File: config.mk
export PLATFORM = sky130hd
export DESIGN_NAME = extio8x4_target_rx
export DESIGN_NICKNAME = d
export VERILOG_FILES = /design/src/rtl/extio8x4_target_rx.sv
export SDC_FILE = /design/constraint.sdc
export NUM_CORES = 1
export LEC_CHECK = 0
export ABC_CLOCK_PERIOD_IN_PS = 4700
export BUFFER_PORTS_ARGS = -buffer_cell sky130_fd_sc_hd__buf_2
export CAP_MARGIN = 10
export CORE_AREA = 3 3 50 52
export DETAILED_ROUTE_END_ITERATION = 16
export DIE_AREA = 0 0 53 55
export GPL_TIMING_DRIVEN = 1
export PLACE_DENSITY_LB_ADDON = 0.05
export REMOVE_ABC_BUFFERS = 1
export SYNTH_ARGS = -nofsm -noshare
export SYNTH_HDL_FRONTEND = slang
export SYNTH_SLANG_ARGS = --single-unit
File: constraint.sdc
create_clock -name clk -period 4.7 [get_ports clk]
set_clock_uncertainty 0.2 [all_clocks]
set_input_delay 0.235 -clock clk [delete_from_list [all_inputs] [get_ports clk]]
set_output_delay 0.235 -clock clk [all_outputs]
set_load 0.1 [all_outputs]
File: src/rtl/extio8x4_target_rx.sv
// rtl/extio8x4_target_rx.sv - extio 8-over-4 target receive path: nibble req/ack handshake to AXI-Stream byte output.
// Optional nibble timeout compiled in with EXTIO8X4_TARGET_TIMEOUT_EN.
module extio8x4_target_rx #(
  parameter int LO_FIRST       = 1,
  parameter int TIMEOUT_CYCLES = 255
) (
  input  logic       clk,
  input  logic       reset,
  input  logic       testmode,
  input  logic       ioreq_a,
  input  logic [3:0] iodata_a,
  output logic       ioack,
  output logic [7:0] m_axis_tdata,
  output logic       m_axis_tvalid,
  input  logic       m_axis_tready,
  output logic       rx_timeout
);

  typedef enum logic {ST_FIRST, ST_SECOND} state_t;

  state_t     r_state;
  state_t     w_state_nxt;
  logic [1:0] r_req_sync;
  logic [3:0] r_data_sync0;
  logic [3:0] r_data_sync1;
  logic       r_ioack;
  logic [3:0] r_nib;
  logic [7:0] r_tdata;
  logic       r_tvalid;
  logic       r_rx_timeout;

  logic       w_req_s;
  logic [3:0] w_data_s;
  logic       w_pend;
  logic       w_buf_free;
  logic       w_cap_first;
  logic       w_load_byte;
  logic       w_timeout;
  logic [7:0] w_byte;

  // Test mode bypasses both sync stages so scan sees the pins directly.
  assign w_req_s    = testmode ? ioreq_a  : r_req_sync[1];
  assign w_data_s   = testmode ? iodata_a : r_data_sync1;
  assign w_pend     = (w_req_s != r_ioack);
  assign w_buf_free = !r_tvalid || m_axis_tready;
  assign w_byte     = (LO_FIRST != 0) ? {w_data_s, r_nib} : {r_nib, w_data_s};

`ifdef EXTIO8X4_TARGET_TIMEOUT_EN
  logic [15:0] r_cnt;

  assign w_timeout = (r_state == ST_SECOND) && !w_pend &&
                     (r_cnt == 16'(TIMEOUT_CYCLES - 1));

  always_ff @(posedge clk or posedge reset) begin
    if (reset) begin
      r_cnt <= 16'd0;
    end else if (w_cap_first) begin
      r_cnt <= 16'd0;
    end else if ((r_state == ST_SECOND) && !w_pend) begin
      r_cnt <= r_cnt + 16'd1;
    end
  end
`else
  assign w_timeout = 1'b0;
`endif

  always_ff @(posedge clk or posedge reset) begin
    if (reset) begin
      r_state <= ST_FIRST;
    end else begin
      r_state <= w_state_nxt;
    end
  end

  always_comb begin
    w_state_nxt = r_state;
    w_cap_first = 1'b0;
    w_load_byte = 1'b0;
    case (r_state)
      ST_FIRST: begin
        if (w_pend) begin
          w_cap_first = 1'b1;
          w_state_nxt = ST_SECOND;
        end
      end
      ST_SECOND: begin
        if (w_pend && w_buf_free) begin
          w_load_byte = 1'b1;
          w_state_nxt = ST_FIRST;
        end else if (w_timeout) begin
          w_state_nxt = ST_FIRST;
        end
      end
      default: w_state_nxt = ST_FIRST;
    endcase
  end

  always_ff @(posedge clk or posedge reset) begin
    if (reset) begin
      r_req_sync   <= 2'b00;
      r_data_sync0 <= 4'h0;
      r_data_sync1 <= 4'h0;
      r_ioack      <= 1'b0;
      r_nib        <= 4'h0;
      r_tdata      <= 8'h00;
      r_tvalid     <= 1'b0;
      r_rx_timeout <= 1'b0;
    end else begin
      r_req_sync   <= {r_req_sync[0], ioreq_a};
      r_data_sync0 <= iodata_a;
      r_data_sync1 <= r_data_sync0;
      r_rx_timeout <= w_timeout;
      if (w_cap_first) begin
        r_nib   <= w_data_s;
        r_ioack <= ~r_ioack;
      end
      // A new byte loading on the accept edge keeps tvalid high.
      if (w_load_byte) begin
        r_tdata  <= w_byte;
        r_tvalid <= 1'b1;
        r_ioack  <= ~r_ioack;
      end else if (r_tvalid && m_axis_tready) begin
        r_tvalid <= 1'b0;
      end
    end
  end

  assign ioack         = r_ioack;
  assign m_axis_tdata  = r_tdata;
  assign m_axis_tvalid = r_tvalid;
  assign rx_timeout    = r_rx_timeout;

endmodule

After elaboration in Yosys (flattened, before gate mapping)
Cells that the tools add are included.

word-level totals
  flip-flop bits (word level) = 25
  output and inout port bits = 11
  word-level logic and storage cells = 29
  bits of input ports = 9

cells by class
  equality and inequality tests = 1
  bitwise gates (word level) = 2
  multiplexer cells = 12
  reduce and logical (&&, ||, !) cells = 6

operators with widths
  operator             number
  $mux W1              10
  $mux W4              1
  $reduce_bool A2 Y1   2
  $logic_and A1 B1 Y1  2
  $not A1 Y1           2
  $pmux W1 S2          1
  $logic_not A1 Y1     1
  $logic_or A1 B1 Y1   1
  $ne A1 B1 Y1         1

Logic depth before layout (Yosys ltp)
Gate-level depths: netlist (run 1).

  depth after elaboration = 6
  gate-level depth with buffers = 5
  depth with buffers taken out = 4

Worst setup path after synthesis (run 1)
OpenSTA, ideal clock, no wires.

  path type = register to register
  start point = register r_ioack (netlist: ioack)
  end point = register r_tdata[0] (netlist: m_axis_tdata[0])
  arrival time = 1806 ps
  slack = 2567 ps
  setup time = 126 ps
  path buffers = 1
  stages on the path, launching flop included = 5
  data required time = 4374 ps
  clock period less this slack = 2133 ps
  cells stage by stage = dfrtp_1 -> xnor2_2 -> and3_1 -> buf_6 -> mux2_4

on the way
  longest elaborated chain between the ends = 4

ends and longest elaborated chain
  element                 RTL line  RTL
  from (decl)             26        logic r_ioack;
  from (signal assigned)  115       r_ioack <= ~r_ioack;
  from (signal assigned)  121       r_ioack <= ~r_ioack;
  $ne A1 B1 Y1            44        assign w_pend = (w_req_s != r_ioack);
  $logic_and A1 B1 Y1     87        if (w_pend && w_buf_free) begin
  $mux W1                 87
  $mux W1                 79        case (r_state)
  to (signal assigned)    119       r_tdata <= w_byte;
  to (decl)               28        logic [7:0] r_tdata;

Every way passes these cells.
A chain may end at the register's enable or synchronous reset.

Worst setup path after layout (run 1)
  start point = input ioreq_a
  end point = register r_tdata[3] (netlist: m_axis_tdata[3])

on the way
  longest elaborated chain between the ends = 5

ends and longest elaborated chain
  element              RTL line  RTL
  from (decl)          10        input logic ioreq_a,
  $mux W1              42        assign w_req_s = testmode ? ioreq_a : r_req_sync[1];
  $ne A1 B1 Y1         44
  $logic_and A1 B1 Y1  87
  $mux W1              87
  $mux W1              79

Every way passes these cells.

==> qor.yml, run 1 <==
worst_setup_path:
  arrival_ns: 2.19
  critical_path_class: "in2reg"
  required_ns: 4.71
  crit_path_end_kind: "register"
  cp-start-kind: "input port"
  path_max_fanout: 9
timing:
  fin_crit_sh_pct: 46.4
  relSlewSlack_pct: 39.6
  worst_slew_pin_slew_ns: 0.906
  setup-tns-final_ns: 0
  rsz0062_at_grt: "no"
  fmax_mhz: 459
  layout_min_cycle_time_ns: 2.18
  setup_ws_ns: 2.52
  slew_viol_final: 0
  hold_viol_final: 0
  hold_slack_ns: 0.165
  setup_viol: 0
finish:
  ff_latch_area_sq_um: 626
  insertedDiodeCount: 0
  fillers: 186
  syn2layout_area_growth_pct: 21.6
  nets: 94
  fin_util_pct: 53.5
  multi_input_area_sq_um: 297
  drive_above_1_share_pct: 47.6
  layout_commonest_cell: "dfrtp_1"
  most-common-layout-cells: "25 x dfrtp_1, 18 x buf_2, 8 x mux2_2, 8 x mux2_4, 7 x dlygate4sd3_1"
die:
  num_rows: 17
  die-area_sq_mm: 0.00292
  start_util_pct: 44.0
  die_w_microns: 53
  die_h_microns: 55
  core_area_sq_mm: 0.00215
  io_pins: 20
clock_tree:
  clockRootBuffer: "clkbuf_4"
  insertion_delay_ns: 0.31
  cts.clk_slew.worst_paths_ns: 0.13
  cts_htree_levels: 1
  cts_buffers: 3
  cts_setup_buffers: 0
  clock_sink_count: 25
  cts_tree: "built"
  clockBufferDepth: 2
logic_synthesis:
  ys_seq_area_share_pct: 66.2
  syn_area_sq_um: 945
  yosys_warnings: 0
  synth-seq-cells: 25
  syn_avg_cell_area_sq_um: 16.6
  syn_inst: 57
  yosysUniqueCellTypes: 15
placement:
  place_ws_ns: 2.59
  numPortBuffers: 18
  hpwl_microns: 1010
  gp_congestion: 0.663
run:
  maxCapViolCount: 0
global_route:
  grt-ovfl-total: 0
  grt_pass1_vias: 500
  grt_pass1_wl_microns: 2380
  antenna_found_initial: 0
  grt_max_degree: 26
  grt.total_usage_pct: 12.2
detailed_routing:
  wire_per_inst_microns: 13.0
  viasPerCell: 4.59
  drt-initial-drc-count: 5
  vias: 514
  dr.pass1.iters: 4
  drc: 0
  postRouteAntennaNets: 0
  routed_wirelength_microns: 1460
status:
  run_status: "completed"
hold_path:
  hold_path_class: "reg2reg"
==> area by class of cell <==
type,instances,area share [%]
flip-flops and latches,25,54.5
multi-input cells,29,25.8
repair buffers,25,13.9
well taps,28,3.05
clock buffers,3,1.96
clock inverters,1,0.436
inverters,1,0.327
==> metrics by stage <==
step / area [sq um] / cells
5_1_grt: 1150 / 112
2_1_floorplan: 926 / 55
3_3_place_gp: 1050 / 101
3_5_place_dp: 1050 / 101
4_1_cts: 1150 / 112
6_report: 1150 / 112
==> layer usage <==
layer | global-route usage (%) | wire, microns | up-vias
met5 | 0 | 0 | -
met4 | 2.55 | 9 | 0
met3 | 5.63 | 96 | 2
met2 | 17.8 | 670 | 19
met1 | 16.7 | 683 | 249
li1 | - | - | 244
==> Yosys cell counts (all sizes together) <==
library cell,instances,area (sq um)
nand2,3,11.3
nand2b,2,12.5
mux2,16,210
buf,2,18.8
conb,1,3.75
nor2,2,7.51
xnor2,1,16.3
mux2i,1,13.8
and3,1,6.26
dfrtp,25,626
o21a,1,7.51
nand3b,1,7.51
inv,1,3.75
==> state kept, by name, summed over array words and instances, names as in the netlist <==
register,cells
ioack,1
m_axis_tdata,8
m_axis_tvalid,1
r_data_sync0,4
r_data_sync1,4
r_nib,4
r_req_sync,2
r_state,1
==> what timing repair did <==
| action | 4_1_cts | 5_1_grt |
|---|---|---|
| gates resized for setup | 0 | 0 |
| hold endpoints to repair | 31 | 0 |
| hold buffers | 7 | 0 |
==> worst max-delay path, cell delays in order <==
cell           delay (ns)
dlygate4sd3_1        0.53
buf_2                0.13
mux2i_2              0.22
xnor2_2              0.17
and3_1               0.55
mux2_4               0.35
==> kinds of logic (layout without fill, tap and decap cells) <==
family / after synthesis / in the layout / synth area share [%]
and+or+nand+nor: 9 / 9 / 4.77
DFF: 25 / 25 / 66.2
muxes: 17 / 17 / 23.7
AOI/OAI and AO/OA: 1 / 1 / 0.795
buffers and inverters: 3 / 30 / 2.38
xor gates and xnor gates: 1 / 1 / 1.72
other: 1 / 1 / 0.397
==> worst paths after layout <==
check | startpoint | end | slack [ns] | depth (start not counted)
max in group asynchronous | reset | r_data_sync0[1] | 3.31 | 3
hold / removal | r_data_sync0[3] | r_data_sync1[3] | 0.16 | 0
setup / recovery | ioreq_a | m_axis_tdata[3] | 2.52 | 6
min in group asynchronous | reset | r_req_sync[0] | 0.44 | 3
setup reg to reg | r_req_sync[1] | m_axis_tdata[3] | 2.70 | 4
hold reg to reg | r_data_sync0[3] | r_data_sync1[3] | 0.16 | 0
Power of run 1 is left out: the tool's default activity adds up to more than one toggle a clock period on the data nets, which glitch-free logic cannot reach.
==> run 2, diff against run 1 <==
--- a/config.mk
+++ b/config.mk
@@ -5,7 +5,7 @@
 export SDC_FILE = /design/constraint.sdc
 export NUM_CORES = 1
 export LEC_CHECK = 0
-export ABC_CLOCK_PERIOD_IN_PS = 4700
+export ABC_CLOCK_PERIOD_IN_PS = 1910
 export BUFFER_PORTS_ARGS = -buffer_cell sky130_fd_sc_hd__buf_2
 export CAP_MARGIN = 10
 export CORE_AREA = 3 3 50 52
==> constraint.sdc (replaced) <==
create_clock -name clk -period 1.91 [get_ports clk]
set_clock_uncertainty 0.2 [all_clocks]
set_input_delay 0.0955 -clock clk [delete_from_list [all_inputs] [get_ports clk]]
set_output_delay 0.0955 -clock clk [all_outputs]
set_load 0.1 [all_outputs]
==> run 2 against run 1 <==
Against the previous run: critical path depth grew 1; sequential share of layout area shrank 0.99 points; count of clock-buffer cells in the layout grew 1; die area is the same; non-clock buffer count grew 3; worst hold slack lost 0.095 ns; first-iteration DRC count is the same; routed wire length shrank 0.82%; global-route usage shrank 0.70 points; via count shrank 1.2%; critical endpoint is now m_axis_tdata[7]; largest cell class unchanged; highest routed layer unchanged.
==> qor.yml, run 2 (synthesis gave the netlist of run 1 again) <==
clock_tree:
  clockRootBuffer: "clkbuf_4"
  cts.clk_slew.worst_paths_ns: 0.12
  insertion_delay_ns: 0.30
  cts_buffers: 3
  cts_tree: "built"
  clock_sink_count: 25
  clockBufferDepth: 2
  cts_setup_buffers: 0
  cts_htree_levels: 1
placement:
  place_ws_ns: 0.170
  hpwl_microns: 1010
  gp_congestion: 0.639
  numPortBuffers: 18
die:
  die_h_microns: 55
  start_util_pct: 44.0
  num_rows: 17
  core_area_sq_mm: 0.00215
  die-area_sq_mm: 0.00292
  io_pins: 20
  die_w_microns: 53
timing:
  rsz0062_at_grt: "no"
  fmax_mhz: 550
  setup_viol: 0
  hold_viol_final: 0
  slew_viol_final: 0
  layout_min_cycle_time_ns: 1.82
  fin_crit_sh_pct: 95.2
  setup_ws_ns: 0.0924
detailed_routing:
  drt-initial-drc-count: 5
  postRouteAntennaNets: 0
  dr.pass1.iters: 4
  drc: 0
  routed_wirelength_microns: 1450
  vias: 508
  wire_per_inst_microns: 12.6
  viasPerCell: 4.42
hold_path:
  hp-start: "testmode"
  worstHoldEndpoint: "ioack"
  hold_depth: 4
  hold_path_class: "in2reg"
worst_setup_path:
  required_ns: 1.91
  cp-start-kind: "input port"
  rr_worst_depth: 5
  rr_endpoint: "m_axis_tdata[7]"
  path_max_fanout: 5
  critical_path_class: "in2reg"
  r2r-start: "r_req_sync[1]"
  crit_path_end_kind: "register"
  r2r_slack_ns: 0.14
  arrival_ns: 1.82
finish:
  fillers: 192
  ff_latch_area_sq_um: 626
  largest_reg_flops: 8
  insertedDiodeCount: 0
  multi_input_area_sq_um: 297
  drive_above_1_share_pct: 48.3
  syn2layout_area_growth_pct: 23.8
  nets: 97
  most-common-layout-cells: "25 x dfrtp_1, 18 x buf_2, 8 x mux2_2, 8 x mux2_4, 7 x dlygate4sd3_1"
  layout_commonest_cell: "dfrtp_1"
global_route:
  grt.total_usage_pct: 11.5
  antenna_found_initial: 0
  grt_pass1_wl_microns: 2390
  grt_pass1_vias: 513
  grt_max_degree: 26
  grt-ovfl-total: 0
status:
  run_status: "completed"
run:
  maxCapViolCount: 0
[run 2: changes by cell type in the layout (fill, tap and decap cells not counted)]
cell and change:
clkinv_2 -1, buf_4 +3, clkbuf_1 +1
[run 2: area by class of cell]
cell class | count | share of cell area [%]
clock buffer | 4 | 2.25
inverter | 1 | 0.321
multi-input combinational | 29 | 25.3
sequential | 25 | 53.5
tap | 28 | 2.99
timing repair buffer | 28 | 15.6
[run 2: worst max path at each step]
stage,startpoint,to,cells after the start
6_report,ioreq_a,m_axis_tdata[7],7
5_1_grt,ioreq_a,m_axis_tdata[1],7
4_1_cts,ioreq_a,m_axis_tdata[7],7
3_5_place_dp,r_req_sync[1],m_axis_tdata[3],5
3_3_place_gp,testmode,m_axis_tdata[7],6
2_1_floorplan,ioack,m_axis_tdata[0],3
[run 2: timing repair]
action / CTS / global route
hold buffers: 7 / 0
hold endpoints to repair: 38 / 0
endpoints found under the setup margin: 0 / 0
gates resized for setup: 0 / 0
[run 2: worst max-delay path, stage by stage]
cell and delay (ns):
dlygate4sd3_1 0.53, buf_2 0.13, mux2i_2 0.22, xnor2_2 0.17, and3_1 0.21, buf_4 0.16
mux2_4 0.30
[run 2: per-layer routing]
| metal | global-route usage [%] | wire [microns] |
|---|---|---|
| met2 | 17.4 | 629 |
| met1 | 17.0 | 738 |
| met3 | 2.41 | 70 |
| met4 | 2.55 | 9 |
| met5 | 0 | 0 |
[run 2: through the flow]
stage	std cells	area (sq um)	utilization (%)	hold WS [ns]	setup TNS, ns
detailed placement	104	1070	50.0	-0.0431	0
global placement	104	1070	50.0	-0.0407	0
finish	115	1170	54.5	0.0698	0
global route	115	1170	54.5	0.108	0
CTS	115	1170	54.5	0.0695	0
floorplan	55	926	-	-0.0772	-3.48
Power of run 2 is left out for the same reason.
==> run 3, diff against run 2 <==
--- a/config.mk
+++ b/config.mk
@@ -5,12 +5,13 @@
 export SDC_FILE = /design/constraint.sdc
 export NUM_CORES = 1
 export LEC_CHECK = 0
+export ABC_AREA = 1
 export ABC_CLOCK_PERIOD_IN_PS = 1910
 export BUFFER_PORTS_ARGS = -buffer_cell sky130_fd_sc_hd__buf_2
 export CAP_MARGIN = 10
-export CORE_AREA = 3 3 50 52
+export CORE_AREA = 3 3 52 54
 export DETAILED_ROUTE_END_ITERATION = 16
-export DIE_AREA = 0 0 53 55
+export DIE_AREA = 0 0 55 57
 export GPL_TIMING_DRIVEN = 1
 export PLACE_DENSITY_LB_ADDON = 0.05
 export REMOVE_ABC_BUFFERS = 1
==> run 3 against run 2 <==
Against the previous run: critical path type is now reg2out; synthesized cell count increased by 86%; count of clock-buffer cells in the layout is 1 lower; routed wire length up 30%; register-to-register slack gained 0.33 ns; critical path depth down 6; cell area is 3.5% higher.
==> qor.yml, run 3 <==
clock_tree:
  cts_tree: "built"
  cts.clk_slew.worst_paths_ns: 0.13
  cts_setup_buffers: 0
  clockRootBuffer: "clkbuf_4"
  clock_sink_count: 25
  holdBufCountCts: 6
  cts_buffers: 3
  clockBufferDepth: 2
  insertion_delay_ns: 0.30
  cts_resized: 0
  cts_htree_levels: 1
placement:
  hpwl_microns: 1330
  numPortBuffers: 18
  place_ws_ns: 0.469
  dp_cells: 149
  dpl-instance-area_sq_mm: 0.00112
  gp_congestion: 0.746
die:
  die_h_microns: 57
  num_rows: 17
  core_area_sq_mm: 0.00225
  io_pins: 20
  start_util_pct: 45.3
  die_w_microns: 55
  die-area_sq_mm: 0.00314
hold_path:
  hold_depth: 5
  worstHoldEndpoint: "r_nib[0]"
  hp-start: "testmode"
  hold_path_class: "in2reg"
worst_setup_path:
  required_ns: 1.61
  cp_top_family: "buffers and inverters"
  r2r_slack_ns: 0.47
  cp_num_buf_inv: 1
  path_max_fanout: 5
  r2r-start: "m_axis_tvalid"
  rr_worst_depth: 4
  crit_chain: "buf_2"
  critPathMaxStageDelay_ns: 0.45
  critical_path_class: "reg2out"
  crit_path_end_kind: "output pin"
  worst_path_max_delay_cell: "buf_2"
  cp-start-kind: "register"
  rr_endpoint: "m_axis_tdata[5]"
  arrival_ns: 1.20
logic_synthesis:
  synth-seq-cells: 25
  yosysUniqueCellTypes: 16
  synthFlopType: "dfrtp_1"
  synthDominantCellAreaShare_pct: 61.2
  synth_common_cells: "49 x nand2_1, 25 x dfrtp_1, 8 x nand4_1"
  ys_seq_area_share_pct: 61.2
  async_reset_ff_share_pct: 100
  yosysMostFrequentCell: "nand2_1"
  synth_edf_count: 0
  syn_avg_cell_area_sq_um: 9.64
  syn_inst: 106
  yosys_warnings: 0
  post-synth-top-area-cell: "dfrtp_1"
  syn_area_sq_mm: 0.00102
  synth_area_leaders: "dfrtp_1 61%, nand2_1 18%, nand4_1 4.9%"
finish:
  syn2layout_area_growth_pct: 18.5
  most-common-layout-cells: "49 x nand2_1, 25 x dfrtp_1, 18 x buf_2, 8 x nand4_1"
  nets: 141
  final_area_sq_mm: 0.00121
  drive_above_1_share_pct: 22.1
  insertedDiodeCount: 0
  final_cells: 159
  fillers: 228
  layout_commonest_cell: "nand2_1"
  largest_reg_flops: 8
timing:
  hold_viol_final: 0
  rsz0062_at_grt: "no"
  layout_min_cycle_time_ns: 1.50
  setup_ws_ns: 0.410
  hold_slack_ns: 0.0272
  fmax_mhz: 667
  fin_crit_sh_pct: 78.5
  slew_viol_final: 0
  setup_viol: 0
detailed_routing:
  vias: 768
  postRouteAntennaNets: 0
  drc: 0
  wire_per_inst_microns: 11.9
  viasPerCell: 4.83
  routed_wirelength_microns: 1890
  drt-initial-drc-count: 12
  dr.pass1.iters: 4
global_route:
  antenna_found_initial: 0
  grt_pass1_wl_microns: 3120
  grt_max_degree: 26
  grt_pass1_vias: 749
  grt.total_usage_pct: 13.3
  grt-ovfl-total: 0
run:
  maxCapViolCount: 0
status:
  run_status: "completed"
## run 3: changes by cell type after synthesis, moves of 5 or more
cell and delta:
inv_1 +5, nand2_1 +46, mux2_4 -8, nand4_1 +8, mux2_2 -8, nand3_1 +5
## run 3: how the worst max path moves through the flow
| stage | start | to | slack, ns | depth (start not counted) |
|---|---|---|---|---|
| 2_1_floorplan | m_axis_tvalid | m_axis_tdata[0] | -0.06 | 4 |
| 3_3_place_gp | m_axis_tvalid | m_axis_tdata[7] | 0.50 | 4 |
| 3_5_place_dp | m_axis_tvalid | m_axis_tdata[5] | 0.47 | 4 |
| 4_1_cts | ioack | ioack | 0.39 | 1 |
| 5_1_grt | ioack | ioack | 0.34 | 1 |
| 6_report | ioack | ioack | 0.41 | 1 |
## run 3: cell type report
class | instances | area (sq um) | area share, %
well taps | 28 | 35.0 | 2.89
repair buffers | 25 | 158 | 13.0
flip-flops and latches | 25 | 626 | 51.7
inverters | 7 | 26.3 | 2.17
clock inverters | 1 | 5.00 | 0.413
multi-input cells | 70 | 339 | 28.0
clock buffers | 3 | 22.5 | 1.86
## run 3: cells by family (layout without fill, tap and decap cells)
logic type / count (synthesis) / in the layout / synth area share (%)
AND/OR/NAND/NOR: 67 / 67 / 31.6
flip-flops: 25 / 25 / 61.2
buffers and inverters: 11 / 36 / 5.63
AO/OA/AOI/OAI: 2 / 2 / 1.22
other: 1 / 1 / 0.367
## run 3: per-layer routing
metal / vias to the layer above / track usage, % / wire length [microns]
met5: - / 0 / 0
met4: 0 / 4.17 / 17
met3: 2 / 2.35 / 74
met2: 15 / 22.3 / 927
met1: 366 / 16.9 / 865
li1: 385 / - / -
## run 3: metrics by stage
step	setup TNS [ns]	util [%]
3_5_place_dp	0	49.8
2_1_floorplan	-0.625	-
4_1_cts	0	53.7
3_3_place_gp	0	49.8
5_1_grt	0	53.7
6_report	0	53.7
Power of run 3 is left out for the same reason.
